--- config.mk ---
export PLATFORM = sky130hd
export DESIGN_NAME = cordic_hyp_sched
export DESIGN_NICKNAME = d
export VERILOG_FILES = /design/src/rtl/cordic_hyp_sched.sv
export SDC_FILE = /design/constraint.sdc
export NUM_CORES = 2
export LEC_CHECK = 0
export ABC_AREA = 1
export CAP_MARGIN = 20
export CORE_ASPECT_RATIO = 0.7
export CORE_UTILIZATION = 35
export DETAILED_ROUTE_END_ITERATION = 7
export GPL_ROUTABILITY_DRIVEN = 0
export PLACE_DENSITY = 0.48
export SYNTH_ARGS = -nofsm -noshare
export SYNTH_HDL_FRONTEND = slang
export SYNTH_SLANG_ARGS = --single-unit
--- constraint.sdc ---
create_clock -name clk -period 5.9 [get_ports clk]
set_input_delay 1.18 -clock clk [delete_from_list [all_inputs] [get_ports clk]]
set_output_delay 1.18 -clock clk [all_outputs]
set_load 0.02 [all_outputs]
--- src/rtl/cordic_hyp_sched.sv ---
// Round-robin scheduler sharing one free-running 16-stage hyperbolic CORDIC among N_REQ requesters.
// Optional build macro CORDIC_SCHED_PRIO0_EN gives requester 0 strict priority over the round-robin set.
module cordic_hyp_sched #(
  parameter int N_REQ      = 4,
  parameter int ID_W       = 2,
  parameter int PIPE_LAT   = 17,
  parameter int FIFO_DEPTH = 32
) (
  input  logic                  clk,
  input  logic                  rst,
  input  logic [N_REQ-1:0]      req_valid,
  output logic [N_REQ-1:0]      req_ready,
  input  logic [16*N_REQ-1:0]   req_x,
  input  logic [16*N_REQ-1:0]   req_y,
  input  logic [16*N_REQ-1:0]   req_z,
  output logic [15:0]           cdc_xin,
  output logic [15:0]           cdc_yin,
  output logic [15:0]           cdc_zin,
  input  logic [15:0]           cdc_x0,
  input  logic [15:0]           cdc_y0,
  input  logic [15:0]           cdc_z0,
  output logic                  rsp_valid,
  input  logic                  rsp_ready,
  output logic [ID_W-1:0]       rsp_id,
  output logic [15:0]           rsp_x,
  output logic [15:0]           rsp_y,
  output logic [15:0]           rsp_z,
  output logic                  busy
);
  localparam int CW = $clog2(FIFO_DEPTH) + 1;
  localparam int AW = $clog2(FIFO_DEPTH);

  typedef struct packed {
    logic [ID_W-1:0] id;
    logic [15:0]     x;
    logic [15:0]     y;
    logic [15:0]     z;
  } rsp_t;

  logic [ID_W-1:0]             rr_last, gnt_id, idx;
  logic                        gnt_any, can_issue, issue, push, pop;
  logic [CW-1:0]               credits, cnt;
  logic [AW-1:0]               wr_ptr, rd_ptr;
  logic [PIPE_LAT:0]           vld_pipe;
  logic [PIPE_LAT:0][ID_W-1:0] id_pipe;
  rsp_t                        fifo_mem [FIFO_DEPTH];
  rsp_t                        head;

  // Rotating search starting just after the last winner.
  always_comb begin
    gnt_any = 1'b0;
    gnt_id  = '0;
    idx     = '0;
`ifdef CORDIC_SCHED_PRIO0_EN
    if (req_valid[0]) begin
      gnt_any = 1'b1;
    end else begin
      for (int off = 1; off < N_REQ; off++) begin
        idx = ID_W'(((int'(rr_last) + N_REQ - 2 + off) % (N_REQ - 1)) + 1);
        if (!gnt_any && req_valid[idx]) begin
          gnt_any = 1'b1;
          gnt_id  = idx;
        end
      end
    end
`else
    for (int off = 1; off <= N_REQ; off++) begin
      idx = ID_W'((int'(rr_last) + off) % N_REQ);
      if (!gnt_any && req_valid[idx]) begin
        gnt_any = 1'b1;
        gnt_id  = idx;
      end
    end
`endif
  end

  // Credits count every operand that will eventually occupy a FIFO slot.
  assign can_issue = credits < CW'(FIFO_DEPTH);
  assign issue     = gnt_any & can_issue;
  assign req_ready = issue ? (N_REQ'(1) << gnt_id) : '0;
  assign push      = vld_pipe[PIPE_LAT];
  assign pop       = rsp_valid & rsp_ready;
  assign busy      = credits != '0;

  always_ff @(posedge clk or posedge rst) begin
    if (rst) begin
      cdc_xin  <= '0;
      cdc_yin  <= '0;
      cdc_zin  <= '0;
      rr_last  <= ID_W'(N_REQ - 1);
      vld_pipe <= '0;
      id_pipe  <= '0;
      credits  <= '0;
      cnt      <= '0;
      wr_ptr   <= '0;
      rd_ptr   <= '0;
    end else begin
      cdc_xin  <= issue ? req_x[{gnt_id, 4'b0} +: 16] : 16'h0;
      cdc_yin  <= issue ? req_y[{gnt_id, 4'b0} +: 16] : 16'h0;
      cdc_zin  <= issue ? req_z[{gnt_id, 4'b0} +: 16] : 16'h0;
`ifdef CORDIC_SCHED_PRIO0_EN
      if (issue && gnt_id != '0) rr_last <= gnt_id;
`else
      if (issue) rr_last <= gnt_id;
`endif
      vld_pipe <= {vld_pipe[PIPE_LAT-1:0], issue};
      id_pipe  <= {id_pipe[PIPE_LAT-1:0], gnt_id};
      credits  <= credits + CW'(issue) - CW'(pop);
      cnt      <= cnt + CW'(push) - CW'(pop);
      if (push) wr_ptr <= wr_ptr + 1'b1;
      if (pop)  rd_ptr <= rd_ptr + 1'b1;
    end
  end

  always_ff @(posedge clk) begin
    if (push) fifo_mem[wr_ptr] <= '{id: id_pipe[PIPE_LAT], x: cdc_x0, y: cdc_y0, z: cdc_z0};
  end

  always_ff @(posedge clk) begin
    if (!rst && push && !pop) assert (cnt < CW'(FIFO_DEPTH));
  end

  assign rsp_valid = cnt != '0;
  assign head      = rsp_valid ? fifo_mem[rd_ptr] : '0;
  assign rsp_id    = head.id;
  assign rsp_x     = head.x;
  assign rsp_y     = head.y;
  assign rsp_z     = head.z;
endmodule
### Yosys cells after proc, flatten, opt, wreduce, memory -nomap -nowiden

Memory sizes are Yosys's and may differ from the RTL's.
Index checks and enable logic that the tools add are counted.

| word-level totals | value |
|---|---|
| logic and storage cells | 80 |
| bits in registers | 126 |
| memory bits (writable) | 1,600 |
| bits in read-only memories | 0 |
| memories | 1 |
| output and inout port bits | 104 |
| latch bits | 0 |

| operators by class | value |
|---|---|
| divide/modulo/power cells | 0 |
| reductions and logical operators | 8 |
| order comparisons | 5 |
| bitwise operators | 2 |
| multiplexer cells | 23 |
| equality and inequality tests | 0 |
| multipliers | 0 |
| shift-type cells | 4 |
| add/sub/neg operators | 10 |

Memories:

| memory | depth | bits a word | read ports | clocked after memory_dff | write ports | line | source |
|---|---|---|---|---|---|---|---|
| fifo_mem | 32 | 50 | 1 | 0 | 1 | 46 | `rsp_t fifo_mem [FIFO_DEPTH];` |

Operators by type and width:

| cell | count |
|---|---|
| 64-bit by 7-bit indexed part select with 16-bit output | 3 |
| 50-bit 2-to-1 mux | 1 |
| 16-bit 2-to-1 mux | 3 |
| 6-bit by 1-bit adder with 6-bit output | 2 |
| 2-bit by 3-bit less-than comparator with 1-bit output, second input constant | 4 |
| 6-bit nonzero test | 2 |
| 6-bit by 1-bit subtractor with 6-bit output | 2 |
| 5-bit by 1-bit adder with 5-bit output, second input constant | 2 |
| 1-bit 2-to-1 mux | 10 |
| 1-bit binary-select mux with 2-bit select | 4 |
| 2-bit 2-to-1 mux | 4 |
| 6-bit less-than comparator, second input constant | 1 |
| 2-bit by 1-bit adder with 2-bit output, second input constant | 2 |
| 2-bit adder, second input constant | 2 |
| 4-bit 2-to-1 mux | 1 |
| 1-bit by 2-bit << shifter with 4-bit output, first input constant | 1 |
| 1-bit logical AND | 3 |
| 1-bit logical NOT | 3 |
| 1-bit bitwise AND | 2 |

### Logic depth before layout (Yosys ltp)

| depth | value |
|---|---|
| depth after elaboration | 16 |
| mapped depth | 16 |
| gate-level depth less buffers | 16 |

### Worst setup path before layout

Ideal clock, no wire load.

| timing path | value |
|---|---|
| path kind | input to output |
| start | input port req_valid[3] |
| end | output port req_ready[0] |
| data arrival time | 2,605 ps |
| stages | 13 |
| setup slack | 2,115 ps |
| required time | 4,720 ps |
| path through | inv_1 -> nand2_1 -> nand2_1 -> nand2_1 -> nand2_1 -> nand2_1 -> nand2_1 -> nand2_4 -> nand3_4 -> buf_6 -> buf_6 -> inv_2 -> nor3_1 |

| on the way | value |
|---|---|
| longest elaborated chain between the ends | 14 |

Ends and longest elaborated chain:

| element | line | source |
|---|---|---|
| from (decl) | 11 | `input logic [N_REQ-1:0] req_valid,` |
| 1-bit binary-select mux with 2-bit select | 69 | `if (!gnt_any && req_valid[idx]) begin` |
| 1-bit 2-to-1 mux (implied by the code) | 69 |  |
| 1-bit 2-to-1 mux | 69 |  |
| 1-bit logical NOT | 69 |  |
| 1-bit logical AND | 69 |  |
| 1-bit 2-to-1 mux | 69 |  |
| 1-bit logical NOT | 69 |  |
| 1-bit logical AND | 69 |  |
| 1-bit 2-to-1 mux | 69 |  |
| 1-bit logical NOT | 69 |  |
| 1-bit logical AND | 69 |  |
| 2-bit 2-to-1 mux * | 69 |  |
| named net gnt_id[0] | 40 | `logic [ID_W-1:0] rr_last, gnt_id, idx;` |
| 1-bit by 2-bit << shifter with 4-bit output * | 80 | `assign req_ready = issue ? (N_REQ'(1) << gnt_id) : '0;` |
| 4-bit 2-to-1 mux * | 80 |  |
| to (decl) | 12 | `output logic [N_REQ-1:0] req_ready,` |

Mark *: on every way through the listed nets, which the timed path passes. The rest lies on a longest branch. The select of a mux whose other input is x is not followed.

### Final worst setup path

| timing path | value |
|---|---|
| start | register rd_ptr[0] |
| end | output port rsp_y[0] |

| on the way | value |
|---|---|
| longest elaborated chain between the ends | 2 |

Ends and longest elaborated chain:

| element | line | source |
|---|---|---|
| from (decl) | 43 | `logic [AW-1:0] wr_ptr, rd_ptr;` |
| from (signal assigned) | 111 | `if (pop) rd_ptr <= rd_ptr + 1'b1;` |
| memory 32 x 50 bit | -- |  |
| 50-bit 2-to-1 mux | 124 | `assign head = rsp_valid ? fifo_mem[rd_ptr] : '0;` |
| to (decl) | 26 | `output logic [15:0] rsp_y,` |

Every way passes these cells.

==> impl_metrics.yaml <==
status:
  status: "finished clean"
synth:
  synthSimpleGateAreaFrac_pct: 11.0
  synth_xor_area_share_pct: 0.192
  ys_seq_area_share_pct: 74.6
  ys_ff_latch: 1726
  synth_compound_area_share_pct: 11.0
  ys_types: 35
  synthCells: 5377
  synth_top_family_by_area: "compound AO/OA/AOI/OAI gates"
  yosys_warnings: 0
  synth.area.mux_share_pct: 0
  synthAdderAreaFrac_pct: 0.405
  synth_nets: 5645
  synth_area_mm2: 0.0686
  avgSynthCellArea_um2: 12.8
pwr:
  p_int_uw: 25800
  ir_worst_vdd_v: 0.000487
  seqPwrFrac_pct: 35.6
  p_leak_uw: 0.0268
  pwr-share-clk_pct: 25.9
  power_density_mw_per_mm2: 519
  pwr-share-comb_pct: 38.5
  power.switching_uw: 16600
  p_sw_share_pct: 39.1
sta:
  finalHoldViolCount: 0
  clock_skew_ns: 0.0511
  post-route-min-period_ns: 5.53
  post-route-period-util_pct: 93.7
  maxSlewViolCount: 0
  worst_slew_pin_slew_ns: 1.13
  finalSetupTns_ns: 0
  setup_viol: 0
  rsz0062_at_grt: "no"
  slew_headroom_pct: 24.4
  fmax_ghz: 0.181
setup_path:
  critical-path-slowest-cell: "dfrtp_4"
  startpoint_type: "flip-flop"
  r2r_setup_slack_ns: 1.94
  crit_required_ns: 4.72
  crit_fanout: 130
  crit_type: "reg -> out"
  cp-end-kind: "output port"
  crit_chain: "buf_12, buf_12, o21ai_0, o211ai_1, o211ai_1, nand4_1, and3_1, clkdlybuf4s50_1"
  worstPathArrival_ns: 4.35
  cpPeakStageDelay_ns: 0.90
  r2r_cells: 14
route:
  dr.pass1.iters: 5
  wirelength_mm: 219
  antenna_left: 0
  num_vias: 45433
  drc: 0
  drt_first_iter_violations: 5109
  routed_via_density: 5.40
  avgRoutedWirePerCell_um: 26.0
global_route:
  globalRoute.totalOverflow: 0
  grt_usage_pct: 21.9
  grt_pass1_vias: 43379
  grt_max_degree: 162
  grt_pass1_wl_mm: 315
  antenna_found_initial: 22
placed_design:
  portBuffers: 350
  dp.cells: 8067
  dp_hpwl_mm: 114
cts:
  cts_made_buffers: 177
  cts_hold_buf: 0
  clockBufferDepth: 4
  htreeDepth: 4
  cts_tree: "yes"
  clock_latency_ns: 0.83
  clk_pin_slew_ns: 0.06
  root_buffer: "clkbuf_16"
  cts.sink_count: 1726
job:
  max_cap_violations: 0
floorplanning:
  floorplan.rows: 135
  initial_core_util_pct: 35.3
  io-pin-count: 351
  die_area_mm2: 0.198
  dieWidth_um: 531
  coreArea_mm2: 0.194
  die_h_um: 372
worst_hold_path:
  hold_depth: 0
  hold_class: "reg -> reg"
finish:
  mostFrequentLayoutCell: "edfxtp_1"
  mostFrequentLayoutCells: "1,600 x edfxtp_1, 968 x nor2_1, 862 x o21ai_0, 542 x nand2_1, 350 x clkdlybuf4s50_1"
  final_cell_count_no_fill: 8414
  areaGrowthSynthToFinish_pct: 19.0
  drive_above_1_share_pct: 7.57
  fill_cells: 17942
  fin_nets: 5936
## synth_stat cells
| master | number | area share [%] |
|---|---|---|
| ha_1 | 19 | 0.35 |
| and3_1 | 33 | 0.30 |
| o21ai_1 | 11 | 0.080 |
| a21oi_1 | 53 | 0.39 |
| o21ai_0 | 862 | 6.3 |
| fa_1 | 2 | 0.058 |
| dfstp_2 | 2 | 0.077 |
| clkbuf_1 | 251 | 1.4 |
| nand3_1 | 80 | 0.58 |
| xnor2_1 | 1 | 0.013 |
| nand2_4 | 1 | 0.016 |
| inv_6 | 1 | 0.013 |
| inv_1 | 36 | 0.20 |
| clkinv_1 | 2 | 0.011 |
| inv_2 | 6 | 0.033 |
| o211ai_1 | 135 | 1.5 |
| nor2_1 | 1001 | 5.5 |
| nand2_2 | 2 | 0.018 |
| edfxtp_1 | 1600 | 70 |
| o22ai_1 | 209 | 1.9 |
| a31oi_1 | 15 | 0.14 |
| nand4_1 | 165 | 1.5 |
| nand2_1 | 543 | 3.0 |
| nand3_4 | 3 | 0.077 |
| o221ai_1 | 59 | 0.75 |
| nor2_4 | 1 | 0.016 |
| nor2_2 | 1 | 0.0091 |
| a211oi_1 | 1 | 0.011 |
| buf_4 | 13 | 0.14 |
| nor3_1 | 3 | 0.022 |
| buf_1 | 16 | 0.088 |
| buf_6 | 5 | 0.082 |
| buf_2 | 107 | 0.78 |
| xor2_1 | 14 | 0.18 |
| dfrtp_1 | 124 | 4.5 |
## through the flow
stage	setup WS, ns	utilization [%]	total power, uW	hold WS (ns)	instance area [um2]
floorplan	1.37	-	25200	0.331	68600
global placement	0.842	38.8	31700	0.332	75300
detailed placement	0.867	38.9	31700	0.335	75500
CTS	0.161	41.7	42700	0.302	81000
global route	0.111	42.1	44800	0.311	81600
finish	0.370	42.1	42400	0.304	81700
## final timing paths
kind	startpoint	endpoint
hold reg to reg	id_pipe[29]	id_pipe[31]
max in group asynchronous	rst	rd_ptr[1]
hold / removal	id_pipe[29]	id_pipe[31]
min in group asynchronous	rst	cdc_zin[10]
setup / recovery	rd_ptr[0]	rsp_y[0]
setup reg to reg	cnt[2]	credits[4]
## final cells by class
cell class	count	area (um2)	share of cell area [%]
Multi-Input combinational cell	3214	15800	19.3
Antenna cell	13	32.5	0.0398
Sequential cell	1726	51200	62.7
Clock buffer	233	4850	5.94
Inverter	45	216	0.265
Tap cell	2603	3260	3.99
Timing Repair Buffer	504	5660	6.93
Clock inverter	76	642	0.786
## power by group through the flow
stage | logic, uW | registers, uW | clock network [uW]
final | 16300 | 15100 | 11000
after global routing | 18000 | 15200 | 11600
after CTS | 16400 | 15100 | 11200
after detailed placement | 16400 | 15300 | 0
after global placement | 16300 | 15300 | 0
after floorplan | 10000 | 15200 | 0
## repair_timing
item | CTS | global route
setup buffers | 0 | 0
endpoints found under the setup margin | 0 | 1
gates resized for setup | 0 | 2
hold endpoints to repair | 0 | 0
## sequential cells by signal (all words and copies together), names as in the netlist
register and count:
id_pipe 36, cnt 6, rd_ptr 5, fifo_mem 1600
cdc_yin 16, rr_last 2, cdc_xin 16, vld_pipe 18
credits 6, cdc_zin 16, wr_ptr 5
## worst max-delay path: cells and delay by family (launching register included)
kind | cells | cell delay [ns]
AOI/OAI and AO/OA | 3 | 0.54
buffers and inverters | 3 | 1.46
DFF | 1 | 0.90
and+or+nand+nor | 2 | 0.45
## kinds of logic after synthesis
| group | count (synthesis) |
|---|---|
| AO/OA/AOI/OAI | 1345 |
| XOR/XNOR | 15 |
| adder cells (fa/ha/maj) | 21 |
| buffers and inverters | 437 |
| flip-flops | 1726 |
| AND/OR/NAND/NOR | 1833 |
## routing by layer
layer / routed length [um] / vias up / GRT usage (%)
met2: 96400 / 1609 / 32.8
met4: 4750 / 6 / 5.26
met5: 45 / - / 0
met1: 101000 / 23044 / 32.4
met3: 16300 / 313 / 4.34
li1: - / 20461 / -
(Power assumes the default switching activity.)
